==> config.mk <==
export PLATFORM = sky130hd
export DESIGN_NAME = stopwatch_time_counter
export DESIGN_NICKNAME = d
export VERILOG_FILES = /design/src/rtl/stopwatch_pkg.sv /design/src/rtl/stopwatch_time_counter_digit.sv /design/src/rtl/stopwatch_time_counter.sv
export SDC_FILE = /design/constraint.sdc
export NUM_CORES = 1
export LEC_CHECK = 0
export ABC_AREA = 1
export BUFFER_PORTS_ARGS = -buffer_cell sky130_fd_sc_hd__buf_2
export CAP_MARGIN = 10
export CORE_UTILIZATION = 50
export DETAILED_ROUTE_END_ITERATION = 8
export GPL_TIMING_DRIVEN = 0
export PLACE_DENSITY = 0.74
export SYNTH_ARGS = -nofsm -noshare
export SYNTH_HDL_FRONTEND = slang
export SYNTH_HIERARCHICAL = 1
export SYNTH_SLANG_ARGS = --single-unit
==> constraint.sdc <==
create_clock -name CLK_50_MHz -period 2.88 [get_ports CLK_50_MHz]
set_clock_uncertainty 0.1 [all_clocks]
set_input_delay 0.144 -clock CLK_50_MHz [delete_from_list [all_inputs] [get_ports CLK_50_MHz]]
set_output_delay 0.144 -clock CLK_50_MHz [all_outputs]
set_load 0.005 [all_outputs]
==> src/rtl/stopwatch_pkg.sv <==
// Shared types and digit limits for the stopwatch time counter.
package stopwatch_pkg;

  localparam int unsigned DIGIT_W = 4;

  typedef logic [DIGIT_W-1:0] digit_t;

  localparam digit_t CS_MAX       = 4'd9;
  localparam digit_t SEC_TENS_MAX = 4'd5;

  typedef enum logic [1:0] {
    STOPPED = 2'd0,
    RUNNING = 2'd1,
    LAP     = 2'd2
  } state_t;

endpackage

==> src/rtl/stopwatch_time_counter_digit.sv <==
// bcd_digit_counter: one BCD digit, rolls to zero after max_value.
// carry_out is combinational so a whole chain advances in a single cycle.
module bcd_digit_counter
  import stopwatch_pkg::*;
(
  input  logic               clk,
  input  logic               rst_n,
  input  logic               clear,
  input  logic               enable,
  input  logic [DIGIT_W-1:0] max_value,
  output logic [DIGIT_W-1:0] digit,
  output logic               carry_out
);

  assign carry_out = enable && (digit == max_value);

  always_ff @(posedge clk or negedge rst_n) begin
    if (!rst_n) begin
      digit <= '0;
    end else if (clear) begin
      digit <= '0;
    end else if (enable) begin
      digit <= carry_out ? '0 : digit + 4'd1;
    end
  end

endmodule

==> src/rtl/stopwatch_time_counter.sv <==
// Stopwatch time counter: 100 Hz divider ticks -> BCD mm:ss.cc with start/stop/clear.
// Define LAP_HOLD_EN to build the LAP state, lap edge detector and display hold.
module stopwatch_time_counter
  import stopwatch_pkg::*;
#(
  parameter int unsigned MAX_MINUTES = 59
) (
  input  logic               CLK_50_MHz,
  input  logic               reset_n,
  input  logic               CLK_100Hz,
  input  logic               btn_start_stop,
  input  logic               btn_clear,
  input  logic               btn_lap,
  output logic [DIGIT_W-1:0] cs_tens,
  output logic [DIGIT_W-1:0] cs_ones,
  output logic [DIGIT_W-1:0] sec_tens,
  output logic [DIGIT_W-1:0] sec_ones,
  output logic [DIGIT_W-1:0] min_tens,
  output logic [DIGIT_W-1:0] min_ones,
  output logic               running,
  output logic               lap_active,
  output logic               wrap
);

  localparam digit_t MIN_TENS_LAST = digit_t'(MAX_MINUTES / 10);
  localparam digit_t MIN_ONES_LAST = digit_t'(MAX_MINUTES % 10);

`ifdef LAP_HOLD_EN
  localparam int unsigned NUM_IN = 4;
  logic [NUM_IN-1:0] async_in;
  assign async_in = {btn_lap, btn_clear, btn_start_stop, CLK_100Hz};
`else
  localparam int unsigned NUM_IN = 3;
  logic [NUM_IN-1:0] async_in;
  logic              unused_lap;
  assign async_in   = {btn_clear, btn_start_stop, CLK_100Hz};
  assign unused_lap = btn_lap;
`endif

  // Two-stage synchronizer, previous-value register, then a registered
  // rising-edge pulse so events land two cycles after the first sample.
  logic [NUM_IN-1:0] sync_a, sync_b, prev, ev;

  always_ff @(posedge CLK_50_MHz or negedge reset_n) begin
    if (!reset_n) begin
      sync_a <= '0;
      sync_b <= '0;
      prev   <= '0;
      ev     <= '0;
    end else begin
      sync_a <= async_in;
      sync_b <= sync_a;
      prev   <= sync_b;
      ev     <= sync_b & ~prev;
    end
  end

  logic tick, ev_ss, ev_clr;
  assign tick   = ev[0];
  assign ev_ss  = ev[1];
  assign ev_clr = ev[2];
`ifdef LAP_HOLD_EN
  logic ev_lap;
  assign ev_lap = ev[3];
`endif

  state_t state, state_next;

  always_ff @(posedge CLK_50_MHz or negedge reset_n) begin
    if (!reset_n) state <= STOPPED;
    else          state <= state_next;
  end

  always_comb begin
    state_next = state;
    if (ev_clr) begin
      state_next = STOPPED;
    end else if (ev_ss) begin
      state_next = (state == STOPPED) ? RUNNING : STOPPED;
    end
`ifdef LAP_HOLD_EN
    else if (ev_lap) begin
      if (state == RUNNING)  state_next = LAP;
      else if (state == LAP) state_next = RUNNING;
    end
`endif
  end

  digit_t cs_o, cs_t, s_o, s_t, m_o, m_t;
  logic   c_cs_o, c_cs_t, c_s_o, c_s_t, c_m_o, unused_carry;
  logic   count_en, at_max, roll, clear_all;

  // Count decisions use the pre-edge state: a tick with ev_ss leaving
  // RUNNING still counts, a tick with ev_clr is dropped.
  assign count_en  = tick && (state != STOPPED) && !ev_clr;
  assign at_max    = (m_t == MIN_TENS_LAST) && (m_o == MIN_ONES_LAST) &&
                     (s_t == SEC_TENS_MAX)  && (s_o == CS_MAX) &&
                     (cs_t == CS_MAX)       && (cs_o == CS_MAX);
  assign roll      = count_en && at_max;
  assign clear_all = ev_clr || roll;

  bcd_digit_counter u_cs_ones (
    .clk(CLK_50_MHz), .rst_n(reset_n), .clear(clear_all), .enable(count_en),
    .max_value(CS_MAX), .digit(cs_o), .carry_out(c_cs_o)
  );
  bcd_digit_counter u_cs_tens (
    .clk(CLK_50_MHz), .rst_n(reset_n), .clear(clear_all), .enable(c_cs_o),
    .max_value(CS_MAX), .digit(cs_t), .carry_out(c_cs_t)
  );
  bcd_digit_counter u_sec_ones (
    .clk(CLK_50_MHz), .rst_n(reset_n), .clear(clear_all), .enable(c_cs_t),
    .max_value(CS_MAX), .digit(s_o), .carry_out(c_s_o)
  );
  bcd_digit_counter u_sec_tens (
    .clk(CLK_50_MHz), .rst_n(reset_n), .clear(clear_all), .enable(c_s_o),
    .max_value(SEC_TENS_MAX), .digit(s_t), .carry_out(c_s_t)
  );
  bcd_digit_counter u_min_ones (
    .clk(CLK_50_MHz), .rst_n(reset_n), .clear(clear_all), .enable(c_s_t),
    .max_value(CS_MAX), .digit(m_o), .carry_out(c_m_o)
  );
  // The top of the count is caught by at_max, so min_tens never rolls itself.
  bcd_digit_counter u_min_tens (
    .clk(CLK_50_MHz), .rst_n(reset_n), .clear(clear_all), .enable(c_m_o),
    .max_value(CS_MAX), .digit(m_t), .carry_out(unused_carry)
  );

  always_ff @(posedge CLK_50_MHz or negedge reset_n) begin
    if (!reset_n) begin
      running <= 1'b0;
      wrap    <= 1'b0;
    end else begin
      running <= (state_next != STOPPED);
      wrap    <= roll;
    end
  end

  logic [6*DIGIT_W-1:0] count_vec, disp_vec;
  assign count_vec = {m_t, m_o, s_t, s_o, cs_t, cs_o};

`ifdef LAP_HOLD_EN
  logic [6*DIGIT_W-1:0] held;

  always_ff @(posedge CLK_50_MHz or negedge reset_n) begin
    if (!reset_n) begin
      held       <= '0;
      lap_active <= 1'b0;
    end else begin
      if (state != LAP) held <= count_vec;
      lap_active <= (state_next == LAP);
    end
  end

  assign disp_vec = (state == LAP) ? held : count_vec;
`else
  assign lap_active = 1'b0;
  assign disp_vec   = count_vec;
`endif

  assign {min_tens, min_ones, sec_tens, sec_ones, cs_tens, cs_ones} = disp_vec;

endmodule

==> results.yml, run 1 <==
clocking:
  cts_buffers: 5
  cts_tree: "done"
  clk_path_buf_depth: 2
  cts-htree-levels: 2
  clockRootBuffer: "clkbuf_8"
  clock_sinks: 40
  clk_latency_ns: 0.29
  cts.clk_slew.worst_paths_ns: 0.07
routing:
  drt_iter0_markers: 103
  ant_nets: 0
  routedWlPerCell_um: 8.379
  dr.pass1.iters: 4
  num_vias: 2321
  via_per_inst: 4.251
  finalWirelength_um: 4575
  drc: 0
sta:
  max_freq_mhz: 387.2
  max_slew.worst_pin.slew_ns: 0.8353
  finalHoldViolCount: 0
  rsz0062_at_grt: "no"
  fin_setup_tns_ns: 0
  period_share_pct: 89.67
  relSlewSlack_pct: 44.31
  whs_ns: 0.2510
  final-max-slew-violation-count: 0
  min_period_ns: 2.583
  finalSetupViolations: 0
power_and_ir_drop:
  power_switching_mw: 0.2618
  p_clk_share_pct: 38.3
  power.density_mw_per_mm2: 363.0
  power_frac_seq_pct: 51.7
  ir_drop_mv: 0.2812
  p_leak_nw: 1.923
  p_sw_share_pct: 23.03
  combPwrFrac_pct: 10.0
  power.internal_mw: 0.8749
floorplanning:
  core-area_mm2: 0.004817
  die-area_mm2: 0.005415
  rows: 25
  initial_core_util_pct: 53.19
  ios: 33
  fp.dieH_um: 73.59
  die_x_um: 73.59
finish:
  final_cell_mix: "nand2_1, inv_1, conb_1, dfrtp_1, buf_2"
  drive_gt1_share_pct: 15.45
  finalNetCount: 490
  area_growth_pct: 22.22
  final_cell_area_mm2: 0.003132
  diodes: 0
  final_common_cell: "nand2_1"
placement:
  place_congestion: 0.7867
  hpwl_um: 3412
  placed_area_mm2: 0.002973
  portBuffers: 30
worst_setup_path:
  crit_path_max_fanout: 7
  crit_type: "reg2reg"
  critPathArrivalTime_ns: 2.70
  endpoint_kind: "register"
  start_kind: "register"
  critPathRequiredTime_ns: 3.00
synth:
  avgSynthCellArea_um2: 6.587
  yosysWarnings: 6
  synthesis.area_mm2: 0.002562
  syn_inst: 389
global_route:
  grt_pass1_vias: 1989
  antenna_found_initial: 0
  grt_max_degree: 41
  overflow: 0
  track_usage_pct: 18.86
  grt_pass1_wl_um: 7997
run_status:
  status: "complete, no violations"
flow_run:
  maxCapViolations: 0
hold_path:
  hold_path.class: "reg2reg"
==> layer usage <==
metal | vias up | wire (um) | GRT usage (%)
met3 | 5 | 148 | 3.704
met5 | - | 0 | 0
li1 | 1285 | - | -
met1 | 991 | 2247 | 24.06
met4 | 0 | 48 | 4.701
met2 | 40 | 2131 | 32.72
==> worst max-delay path, stage by stage, from the launching register on <==
cell and delay [ns]:
dfrtp_1 0.46, nand2_1 0.10, nand2_1 0.06, nor2_2 0.16, nand3_1 0.13, inv_2 0.11, nand3_1 0.12, inv_2 0.11
nand3_1 0.11, inv_1 0.14, nand3_1 0.12, inv_1 0.13, nand3_1 0.11, inv_1 0.14, or2_1 0.13, nand2_1 0.06
xor2_1 0.13, nor2_1 0.10
==> stage by stage <==
step	cells	power, mW	util, %	setup slack (ns)
global route	546	1.196	65.01	0.02411
CTS	545	1.147	64.78	0.1638
finish	546	1.137	65.01	0.2974
global placement	533	0.7015	61.71	0.1976
floorplan	436	0.6732	-	0.5781
detailed placement	533	0.7039	61.71	0.1892
==> sequential cells by signal, indices dropped and copies added, names as in the netlist <==
signal / cells
u_cs_ones/digit: 4
u_cs_tens/digit: 4
u_min_ones/digit: 4
u_min_tens/digit: 4
u_sec_ones/digit: 4
u_sec_tens/digit: 4
ev: 3
prev: 3
sync_a: 3
sync_b: 3
state: 2
running: 1
wrap: 1
==> worst paths after layout <==
path / start / endpoint / slack, ns / depth (start not counted)
max reg2reg: u_cs_ones/digit[2] / u_min_tens/digit[2] / 0.30 / 17
max in group asynchronous: reset_n / u_cs_ones/digit[1] / 1.70 / 2
min in group asynchronous: reset_n / u_min_ones/digit[2] / 0.39 / 2
min reg2reg: sync_a[0] / sync_b[0] / 0.25 / 0
max: u_cs_ones/digit[2] / u_min_tens/digit[2] / 0.30 / 17
min: sync_a[0] / sync_b[0] / 0.25 / 0
==> final cells by class <==
cell class / instances / area, um2
repair buffers: 35 / 197.7
well taps: 67 / 83.83
plain buffers: 1 / 7.507
fillers: 463 / 1685
multi-input cells: 305 / 1393
inverters: 90 / 337.8
clock inverters: 2 / 35.03
flip-flops and latches: 40 / 1005
clock buffers: 6 / 72.57
==> repair_timing <==
item / 4_1_cts / 5_1_grt
hold buffers: 4 / 0
resized for setup: 0 / 5
setup endpoints to repair: 0 / 4
hold endpoints to repair: 43 / 0
setup buffers: 0 / 1
==> power groups by stage <==
stage	clock (mW)	sequential (mW)	combinational, mW
after floorplan	0	0.597	0.0765
after global placement	0	0.598	0.104
after detailed placement	0	0.598	0.105
after CTS	0.450	0.587	0.110
after global routing	0.471	0.590	0.135
final	0.435	0.588	0.114
Power figures use the tool's default switching activity.
==> run 2, diff against run 1 <==
--- a/config.mk
+++ b/config.mk
@@ -5,13 +5,13 @@
 export SDC_FILE = /design/constraint.sdc
 export NUM_CORES = 1
 export LEC_CHECK = 0
-export ABC_AREA = 1
 export BUFFER_PORTS_ARGS = -buffer_cell sky130_fd_sc_hd__buf_2
 export CAP_MARGIN = 10
 export CORE_UTILIZATION = 50
 export DETAILED_ROUTE_END_ITERATION = 8
 export GPL_TIMING_DRIVEN = 0
 export PLACE_DENSITY = 0.74
+export SLEW_MARGIN = 20
 export SYNTH_ARGS = -nofsm -noshare
 export SYNTH_HDL_FRONTEND = slang
 export SYNTH_HIERARCHICAL = 1
==> run 2 against run 1 <==
  * Design area is 7.2% lower
  * Sequential share of layout area increased by 2.5 points
  * Wire length down 2.4%
  * Highest routed layer unchanged
==> results.yml, run 2 <==
run_status:
  status: "complete, no violations"
floorplanning:
  core-area_mm2: 0.004115
  fp.dieH_um: 68.46
  ios: 33
  initial_core_util_pct: 53.66
  die-area_mm2: 0.004687
  die_x_um: 68.46
  rows: 23
worst_setup_path:
  critPathRequiredTime_ns: 2.98
  start_kind: "register"
  crit_type: "reg2reg"
  max_stage_delay_ns: 0.42
  endpoint_kind: "register"
  critPathArrivalTime_ns: 2.83
  crit_path_max_fanout: 7
  crit_chain: "o211ai_4, inv_2, inv_1, nor2_1, buf_4, and2_1, clkbuf_8, and2_4, buf_8, and2_1, clkbuf_8, and2_1, clkbuf_8, nand4_1, xor2_1, a211oi_1"
  cp_slowest_cell: "dfrtp_1"
flow_run:
  maxCapViolations: 0
power_and_ir_drop:
  power_frac_seq_pct: 52.5
  power_switching_mw: 0.2957
  power.internal_mw: 0.8669
  p_sw_share_pct: 25.43
  power.density_mw_per_mm2: 399.8
  p_clk_share_pct: 32.3
  ir_drop_mv: 0.2603
  finalPower_mw: 1.163
  p_leak_nw: 1.404
  combPwrFrac_pct: 15.1
global_route:
  antenna_found_initial: 0
  grt_pass1_wl_um: 7445
  track_usage_pct: 21.88
  grt_pass1_vias: 1607
  grt_max_degree: 41
  overflow: 0
finish:
  finalNetCount: 301
  stdcell_count: 340
  n_fill_cell: 311
  area_growth_pct: 31.67
  final_cell_mix: "dfrtp_1, conb_1, buf_2, xor2_1, buf_4"
  final_common_cell: "dfrtp_1"
  seq_area_mm2: 0.001006
  diodes: 0
  multiInputGateArea_mm2: 0.001319
  drive_gt1_share_pct: 30.34
  final_cell_area_mm2: 0.002908
routing:
  routedWlPerCell_um: 13.13
  finalWirelength_um: 4464
  ant_nets: 0
  drt_iter0_markers: 102
  via_per_inst: 5.068
  dr.pass1.iters: 4
  drc: 0
  num_vias: 1723
placement:
  place_congestion: 0.7527
  place_ws_ns: -0.3569
  placed_area_mm2: 0.002582
  dp_cells: 312
  portBuffers: 30
  hpwl_um: 2905
hold_path:
  hold_path.class: "reg2reg"
sta:
  rsz0062_at_grt: "no"
  final-max-slew-violation-count: 0
  setup_ws_ns: 0.1508
  min_period_ns: 2.729
  max_freq_mhz: 366.4
  finalHoldViolCount: 0
  max_slew.worst_pin.slew_ns: 0.8697
  finalSetupViolations: 0
  period_share_pct: 94.76
  relSlewSlack_pct: 42.02
clocking:
  cts_tree: "done"
  clk_latency_ns: 0.29
  cts_buffers: 5
  clockRootBuffer: "clkbuf_8"
  cts.clk_slew.worst_paths_ns: 0.07
  clk_path_buf_depth: 2
  cts-htree-levels: 2
  clock_sinks: 40
synth:
  yosysWarnings: 6
  synthesis.area_mm2: 0.002208
  avgSynthCellArea_um2: 11.04
  syn_inst: 200
-- run 2: layout make-up --
type	instances	share of cell area [%]
timing repair buffer	52	11.32
buffer	6	2.453
inverter	8	1.033
multi-input combinational	176	45.35
tap	50	2.151
clock buffer	8	3.098
sequential	40	34.60
-- run 2: critical path: cells and delay by family, from the launching register on --
family	cells	cell delay, ns
buffers and inverters	7	0.85
and+or+nand+nor	6	0.71
AOI/OAI and AO/OA	2	0.47
DFF	1	0.42
xor gates and xnor gates	1	0.08
-- run 2: per-layer routing --
layer | up-vias | track usage, % | routed length (um)
met5 | - | 0 | 0
met4 | 0 | 8.594 | 58
met1 | 820 | 29.08 | 2135
met2 | 26 | 35.42 | 2156
li1 | 872 | - | -
met3 | 5 | 3.500 | 114
-- run 2: through the flow --
step	TNS, ns	hold WS [ns]	util (%)
after floorplan	0	-0.2516	-
after global placement	-13.61	0.1526	62.02
after detailed placement	-0.9248	0.1538	62.75
after CTS	0	0.2535	69.29
after global routing	0	0.2663	70.66
final	0	0.2557	70.66
-- run 2: power groups by stage --
stage                     logic (mW)  clock network, mW  registers (mW)
after floorplan               0.0977                  0           0.621
after global placement         0.136                  0           0.624
after detailed placement       0.143                  0           0.626
after CTS                      0.168              0.385           0.613
after global routing           0.198              0.411           0.615
final                          0.176              0.376           0.611
-- run 2: timing repair --
item | CTS | global route
gates resized for setup | 15 | 4
pin swaps | 4 | 3
setup endpoints to repair | 6 | 3
gates cloned | 0 | 0
buffers inserted | 10 | 6
endpoints found under the hold margin | 43 | 0
hold buffers | 4 | 0
-- run 2: final timing paths --
path                            cells after the start       from                   to  slack, ns
max in group asynchronous                           2    reset_n   u_cs_ones/digit[1]       1.67
worst min-delay path                                0  sync_a[0]            sync_b[0]       0.26
min in group asynchronous                           2    reset_n            sync_a[0]       0.42
worst max-delay path                               16   state[1]  u_min_tens/digit[3]       0.15
worst min register to register                      0  sync_a[0]            sync_b[0]       0.26
worst max register to register                     16   state[1]  u_min_tens/digit[3]       0.15
